**src/rtl/armleo_regfile_mr1w.sv**
```systemverilog
// armleo_regfile_mr1w: multi-read single-write register file with post-reset clear,
// optional same-cycle write forwarding and a hardwired zero register.
module armleo_regfile_mr1w #(
    parameter int WIDTH      = 32,
    parameter int DEPTH_LOG2 = 5,
    parameter int NUM_READ   = 2,
    parameter int BYPASS     = 1,
    parameter int ZERO_REG   = 1,
    parameter int CLEAR_ALL  = 1
) (
    input  logic                           clk,
    input  logic                           rst_n,
    output logic                           ready,
    input  logic [NUM_READ-1:0]            rs_read,
    input  logic [NUM_READ*DEPTH_LOG2-1:0] rs_addr,
    output logic [NUM_READ*WIDTH-1:0]      rs_rdata,
    input  logic                           rd_write,
    input  logic [DEPTH_LOG2-1:0]          rd_addr,
    input  logic [WIDTH-1:0]               rd_wdata
);
    localparam int DEPTH = 2 ** DEPTH_LOG2;
    typedef enum logic {CLEAR, READY} state_t;
    state_t                         state_q, state_d;
    logic [DEPTH_LOG2:0]            clr_cnt_q, clr_cnt_d;
    logic [WIDTH-1:0]               mem [DEPTH];
    logic [NUM_READ-1:0][WIDTH-1:0] rdata_q, rdata_d;
    logic                           clearing, wr_zero, we;
    logic [DEPTH_LOG2-1:0]          waddr;
    logic [WIDTH-1:0]               wdata;

    assign clearing = state_q == CLEAR;
    assign ready    = state_q == READY;
    assign rs_rdata = rdata_q;
    assign wr_zero  = ZERO_REG != 0 && rd_addr == '0;
    // The clear sequence borrows the single write port, so user writes are dropped meanwhile.
    assign we       = clearing ? CLEAR_ALL != 0 : rd_write && !wr_zero;
    assign waddr    = clearing ? clr_cnt_q[DEPTH_LOG2-1:0] : rd_addr;
    assign wdata    = clearing ? '0 : rd_wdata;

    always_comb begin
        clr_cnt_d = clearing ? clr_cnt_q + 1'b1 : clr_cnt_q;
        state_d   = clearing && (CLEAR_ALL == 0 || clr_cnt_q == (DEPTH_LOG2+1)'(DEPTH - 1)) ? READY : state_q;
        for (int i = 0; i < NUM_READ; i++)
            rdata_d[i] = (ZERO_REG != 0 && rs_addr[i*DEPTH_LOG2 +: DEPTH_LOG2] == '0) ? '0 :
                         (BYPASS != 0 && rd_write && rd_addr == rs_addr[i*DEPTH_LOG2 +: DEPTH_LOG2]) ? rd_wdata :
                         mem[rs_addr[i*DEPTH_LOG2 +: DEPTH_LOG2]];
    end

    always_ff @(posedge clk or negedge rst_n) begin
        if (!rst_n) begin
            state_q   <= CLEAR;
            clr_cnt_q <= '0;
            rdata_q   <= '0;
        end else begin
            state_q   <= state_d;
            clr_cnt_q <= clr_cnt_d;
            for (int i = 0; i < NUM_READ; i++)
                if (ready && rs_read[i]) rdata_q[i] <= rdata_d[i];
        end
    end

    always_ff @(posedge clk) begin
        if (we) mem[waddr] <= wdata;
    end
endmodule

```
**config.mk**
```make
export PLATFORM = sky130hd
export DESIGN_NAME = armleo_regfile_mr1w
export DESIGN_NICKNAME = d
export VERILOG_FILES = /design/src/rtl/armleo_regfile_mr1w.sv
export SDC_FILE = /design/constraint.sdc
export NUM_CORES = 1
export LEC_CHECK = 0
export BUFFER_PORTS_ARGS = -buffer_cell sky130_fd_sc_hd__buf_2
export CORE_ASPECT_RATIO = 0.8
export CORE_UTILIZATION = 51
export CTS_CLUSTER_DIAMETER = 200
export DETAILED_ROUTE_END_ITERATION = 10
export PLACE_DENSITY = 0.75
export SYNTH_ARGS = -nofsm -noshare
export SYNTH_HDL_FRONTEND = slang
export SYNTH_SLANG_ARGS = --single-unit
```
**constraint.sdc**
```tcl
create_clock -name clk -period 10.5 [get_ports clk]
set_clock_uncertainty 0.15 [all_clocks]
set_input_delay 3.15 -clock clk [delete_from_list [all_inputs] [get_ports clk]]
set_output_delay 3.15 -clock clk [all_outputs]
set_load 0.01 [all_outputs]
```
## Yosys cells after proc, flatten, opt, wreduce, memory -nomap -nowiden

Memories as Yosys holds them, arrays and structs flattened.
Cells that the tools add are included.
Widths: inputs -> output; s select.

| storage, ports and cells | value |
|---|---|
| register bits | 71 |
| memory bits (writable) | 1024 |
| bits of input ports | 52 |
| output and inout bits | 65 |
| logic and storage cells | 29 |
| memories kept | 1 |

Memory list:

| memory | words | bits a word | read ports | clocked after Yosys merged registers in | wr ports | line | RTL |
|---|---|---|---|---|---|---|---|
| mem | 32 | 32 | 2 | 0 | 1 | 25 | `logic [WIDTH-1:0] mem [DEPTH];` |

| cells by class | value |
|---|---|
| $add $sub $neg | 1 |
| eq/ne operators | 3 |
| mux-type cells | 9 |
| bitwise logic cells | 1 |
| reductions and logical operators | 10 |

Operator list:

| operator | count |
|---|---|
| $mux 32 | 5 |
| $logic_not 5->1 | 3 |
| $eq 5x5->1 | 2 |
| $add 6x1->6 const B | 1 |
| $eq 6x5->1 const B | 1 |
| $logic_and 1x1->1 | 6 |
| $mux 5 | 1 |
| $mux 1 | 3 |
| $logic_not 1->1 | 1 |
| $not 1->1 | 1 |

## Logic depth before layout (Yosys ltp)

| depth | value |
|---|---|
| depth after elaboration | 6 |
| gate-level depth with buffers | 10 |
| gate-level depth less buffers | 5 |

## Least setup slack after synthesis

OpenSTA, ideal clock, no wires.

| path | value |
|---|---|
| kind | input-to-reg |
| start | in rd_addr[1] |
| end | mem mem[12][0], enable pin |
| setup time | 0.421 ns |
| arrival | 5.261 ns |
| data required time | 9.929 ns |
| path slack | 4.668 ns |
| stages | 6 |
| path buffers | 1 |
| path through | clkbuf_1 -> or4_1 -> o21ai_1 -> nor3b_1 -> o21ai_1 -> nor2_1 |

| between the ends | value |
|---|---|
| cells in the longest elaborated chain, start to end | 6 |
| elaborated cells between the ends (all ways) | 7 |
| those cells by class | mux (4); reduce/logical (3) |

Ends and longest elaborated chain:

| what | line | RTL |
|---|---|---|
| start, declared | 18 | `input logic [DEPTH_LOG2-1:0] rd_addr,` |
| $logic_not 5->1 | 34 | `assign wr_zero = ZERO_REG != 0 && rd_addr == '0;` |
| $logic_not 1->1 | 36 | `assign we = clearing ? CLEAR_ALL != 0 : rd_write && !wr_zero;` |
| $logic_and 1x1->1 | 36 |  |
| $mux 1 | 36 |  |
| $mux 1 | 63 | `if (we) mem[waddr] <= wdata;` |
| $mux 1 (not written as such) | 63 |  |
| end, declared | 25 |  |

Several ways; a longest one is shown, not always the timed one.

## Worst setup path after layout

| path | value |
|---|---|
| start | in rs_addr[6] |
| end | reg rdata_q (netlist bit rs_rdata[55]) |

| between the ends | value |
|---|---|
| cells in the longest elaborated chain, start to end | 4 |
| elaborated cells between the ends (all ways) | 6 |
| those cells by class | eq/ne (1); mux (2); reduce/logical (2); memory (1) |

Ends and longest elaborated chain:

| what | line | RTL |
|---|---|---|
| start, declared | 15 | `input logic [NUM_READ*DEPTH_LOG2-1:0] rs_addr,` |
| branches (longest 3 deep; another with $mem_v2 32x32) | -- |  |
| $mux 32 * | 44 | `rdata_d[i] = (ZERO_REG != 0 && rs_addr[i*DEPTH_LOG2 +: DEPTH_LOG2] == '0) ? '0 :` |
| end signal, assigned by index | 58 | `if (ready && rs_read[i]) rdata_q[i] <= rdata_d[i];` |
| end, declared | 26 | `logic [NUM_READ-1:0][WIDTH-1:0] rdata_q, rdata_d;` |

Every way passes the cells marked *.
A chain may end at the register's enable or synchronous reset.

==> results list <==
- The tree is rooted in a sky130_fd_sc_hd__clkbuf_16.
- Post-route fraction of the period consumed by the critical path: 57.0%
- For the final routed database, the setup TNS stands at 0 ns.
- Final Critical Period: 5.99 ns
* Startpoint type of the worst setup path: input pin
- CTS max path bufs: 3
- Starting density of the core: 51.9%
- Post-synthesis instance area: 50600 sq um
- The first routing iteration left 5561 violations.
- Cells with a size suffix above 1 make up 31.1% of the layout.
- TritonCTS clock tree: yes
- Post-cts gate resize count: 0
- Outcome: finished clean
- The tightest min-delay check is of the register to register type.
- Along the worst hold path, the cell count comes to 1.
- Derived from the worst setup path, the maximum achievable clock frequency is 0.167 GHz.
* Number of clock buffers inserted by TritonCTS: 100
- IR analysis of the VDD net gives a maximum drop of 0.157 mV.
- In this run the power spent charging and discharging nets is 2.21 mW.
* Count of hold-fix buffers inserted at cts: 0
- Unrepaired setup endpoints after global routing: no
* Avg WL per Cell: 38.2 um
* Core Rows: 102
- Clk pin slew, worst setup/hold paths: 0.06 ns
* Design Power: 9.48 mW
* Commonest non-fill, non-tap cells in the layout: sky130_fd_sc_hd__edfxtp_1, sky130_fd_sc_hd__mux4_2, sky130_fd_sc_hd__mux2i_1, sky130_fd_sc_hd__buf_2, sky130_fd_sc_hd__clkbuf_16
- Dividing total power by cell area gives a power density of 169 nW/um^2.
- Vertical die dimension: 284 um
- Initial antenna violation count: 13
- Global routing finished with a remaining overflow of 0.
- Cell-internal power: 7.27 mW
- The region available for standard cell placement spans 97500 sq um.
- For this block, the via count after detailed routing is 31.1k.
- At the end of routability-driven placement, the weighted congestion stood at 0.874.
- Count of distinct cell types in the synthesized netlist: 44
* Number of enable-type register cells in the synthesized netlist: 1024
* Hold Fails Final Rpt: 0
- Area of the die: 101000 sq um
- Wire length of the first global-routing pass: 224000 um
- Synth async-reset ratio: 6.48%
* Relative contribution of combinational cells to total power: 8.7%
* Placed Area: 52800 sq um
- In this run the remaining antenna-violating nets after routing total 0.
- After legalization and detailed placement, the total HPWL measured 84700 um.
- Critical setup path kind: input pin to register
- Of the synthesized area, sequential elements account for 64.3%.
- Total routed wirelength: 157000 um
* Count of buffers from port buffering: 116
- Leakage power: 17.9 nW
- At the pin with the least slew margin, the transition time is 1.22 ns.
- Max-cap violations in this run came to 0.
- Power share of the clock group: 39.6%
* Mapped Cells: 2655
* Number of levels the H-tree was split into: 3
- After routing the design area is 56100 sq um.
- Setup violations remaining at the end of the flow were counted as 0.
- First-pass iteration count of the detailed router: 6
- Switching Fraction: 23.3%
* Tightest slew margin relative to the limit: 18.4%
- Top FF cell, synth: sky130_fd_sc_hd__edfxtp_1
* Seq cells post-synth: 1095
- Sequential cells account for 51.7% of the total power.
* Die span in x: 354 um
- STA classifies the critical path endpoint as a register.
* Critical Path Fanout Max: 34
* Required time at the worst-slack endpoint: 10.87 ns
- Synthesized Nets: 2708
* # Post-CTS Setup Buffers: 0
- In the routed layout, each cell is associated on average with a via count of 7.56.
- Maximum number of pins on one net before global-route repair: 165
- The clock net in this run drives a total of 1095 sinks.
- Growth of design area from synthesis to finish: 10.9%
- At the later pin of the worst-skew pair, clock insertion delay measures 0.69 ns.
- The via count of the first global-routing pass came to 31.1k.
- The number of cells on the worst reg-to-reg path is 5.
* Yosys warning count: 0
- Post-synthesis area per instance: 19.1 sq um
- Number of nets in the finished design: 2778
- After detailed routing, the number of remaining DRC violations is 0.
* Count of final max-slew check failures: 0
* Global-route usage over all layers: 31.4%
- Most common library cell in the layout ignoring fill and taps: sky130_fd_sc_hd__edfxtp_1
* Data arrival time of the critical path: 6.36 ns
* Number of ports placed on the die boundary: 117
[stage by stage]
step / hold slack (ns) / utilization, % / setup WS, ns / instances
floorplan: 0.292 / - / 4.67 / 2655
global placement: 0.308 / 54.1 / 3.95 / 3923
detailed placement: 0.312 / 54.1 / 3.88 / 3923
CTS: 0.320 / 57.5 / 4.59 / 4109
global route: 0.349 / 57.5 / 4.52 / 4109
finish: 0.321 / 57.5 / 4.51 / 4112
[sequential cells by signal, summed over array words and instances (netlist names)]
signal,cells
mem,1024
rs_rdata,64
clr_cnt_q,6
ready,1
[final timing paths]
path / start / end / slack (ns)
min in group asynchronous: rst_n / rs_rdata[34] / 2.21
worst max-delay path: rs_addr[6] / rs_rdata[55] / 4.51
max in group asynchronous: rst_n / rs_rdata[39] / 6.46
worst min-delay path: clr_cnt_q[5] / clr_cnt_q[5] / 0.32
worst max register to register: ready / mem[11][11] / 6.27
worst min register to register: clr_cnt_q[5] / clr_cnt_q[5] / 0.32
[synthesized netlist by cell type (4+ instances only)]
cell | instances | share of area, %
sky130_fd_sc_hd__o21a_1 | 32 | 0.47
sky130_fd_sc_hd__nor2_1 | 75 | 0.56
sky130_fd_sc_hd__mux2i_1 | 129 | 2.6
sky130_fd_sc_hd__mux4_2 | 480 | 21
sky130_fd_sc_hd__nand3_1 | 4 | 0.040
sky130_fd_sc_hd__a22o_1 | 64 | 1.1
sky130_fd_sc_hd__mux2_1 | 20 | 0.45
sky130_fd_sc_hd__buf_6 | 6 | 0.13
sky130_fd_sc_hd__dfrtp_1 | 71 | 3.5
sky130_fd_sc_hd__a221oi_1 | 96 | 1.7
sky130_fd_sc_hd__xnor2_1 | 14 | 0.24
sky130_fd_sc_hd__nand2b_1 | 37 | 0.46
sky130_fd_sc_hd__o211ai_1 | 32 | 0.47
sky130_fd_sc_hd__nand4_1 | 35 | 0.43
sky130_fd_sc_hd__o221ai_1 | 32 | 0.55
sky130_fd_sc_hd__o21ai_0 | 54 | 0.53
sky130_fd_sc_hd__o21ai_1 | 14 | 0.14
sky130_fd_sc_hd__edfxtp_1 | 1024 | 61
sky130_fd_sc_hd__buf_4 | 15 | 0.22
sky130_fd_sc_hd__clkbuf_1 | 120 | 0.89
sky130_fd_sc_hd__mux2_2 | 14 | 0.31
sky130_fd_sc_hd__nand2_1 | 81 | 0.60
sky130_fd_sc_hd__buf_2 | 65 | 0.64
sky130_fd_sc_hd__a22oi_1 | 64 | 0.95
sky130_fd_sc_hd__nor2b_1 | 4 | 0.049
sky130_fd_sc_hd__and2_1 | 36 | 0.45
sky130_fd_sc_hd__buf_1 | 9 | 0.067
[power by group through the flow]
stage	Sequential, mW	Combinational [mW]	Clock (mW)
floorplan	4.95	0.508	0
global placement	4.98	0.794	0
detailed placement	4.98	0.809	0
CTS	4.89	0.811	3.77
global route	4.89	0.861	3.93
finish	4.90	0.827	3.76
[cell type report]
class | instances | area (sq um)
Multi-Input combinational cell | 1341 | 17400
Antenna cell | 3 | 7.51
Sequential cell | 1095 | 32500
Timing Repair Buffer | 183 | 1180
Inverter | 4 | 17.5
Fill cell | 7027 | 41400
Clock buffer | 140 | 2840
Tap cell | 1300 | 1630
Clock inverter | 46 | 488
[kinds of logic (layout without fill, tap and decap cells)]
| family | Yosys count | in the layout | synth area share (%) |
|---|---|---|---|
| AND/OR/NAND/NOR | 282 | 282 | 2.72 |
| buffers and inverters | 219 | 373 | 1.99 |
| adder cells (fa/ha/maj) | 1 | 1 | 0.0247 |
| AO/OA/AOI/OAI | 400 | 400 | 6.07 |
| other | 0 | 3 | 0 |
| flip-flops | 1095 | 1095 | 64.3 |
| XOR/XNOR | 15 | 15 | 0.260 |
| multiplexers | 643 | 643 | 24.7 |
[metal layers]
layer | up-vias | global-route usage, % | wire (um)
met2 | 2875 | 44.1 | 68000
li1 | 11600 | - | -
met4 | 14 | 12.2 | 6590
met3 | 468 | 10.8 | 26400
met1 | 16100 | 45.2 | 56000
met5 | - | 0 | 78
[worst max-delay path: stages]
cell                       delay [ns]
sky130_fd_sc_hd__buf_2           0.56
sky130_fd_sc_hd__nor2b_4         0.96
sky130_fd_sc_hd__buf_4           0.65
sky130_fd_sc_hd__a221oi_1        0.26
sky130_fd_sc_hd__o21a_1          0.24
sky130_fd_sc_hd__a221oi_1        0.30
sky130_fd_sc_hd__o221ai_1        0.19
No activity file was read; power rests on OpenSTA's default activity.
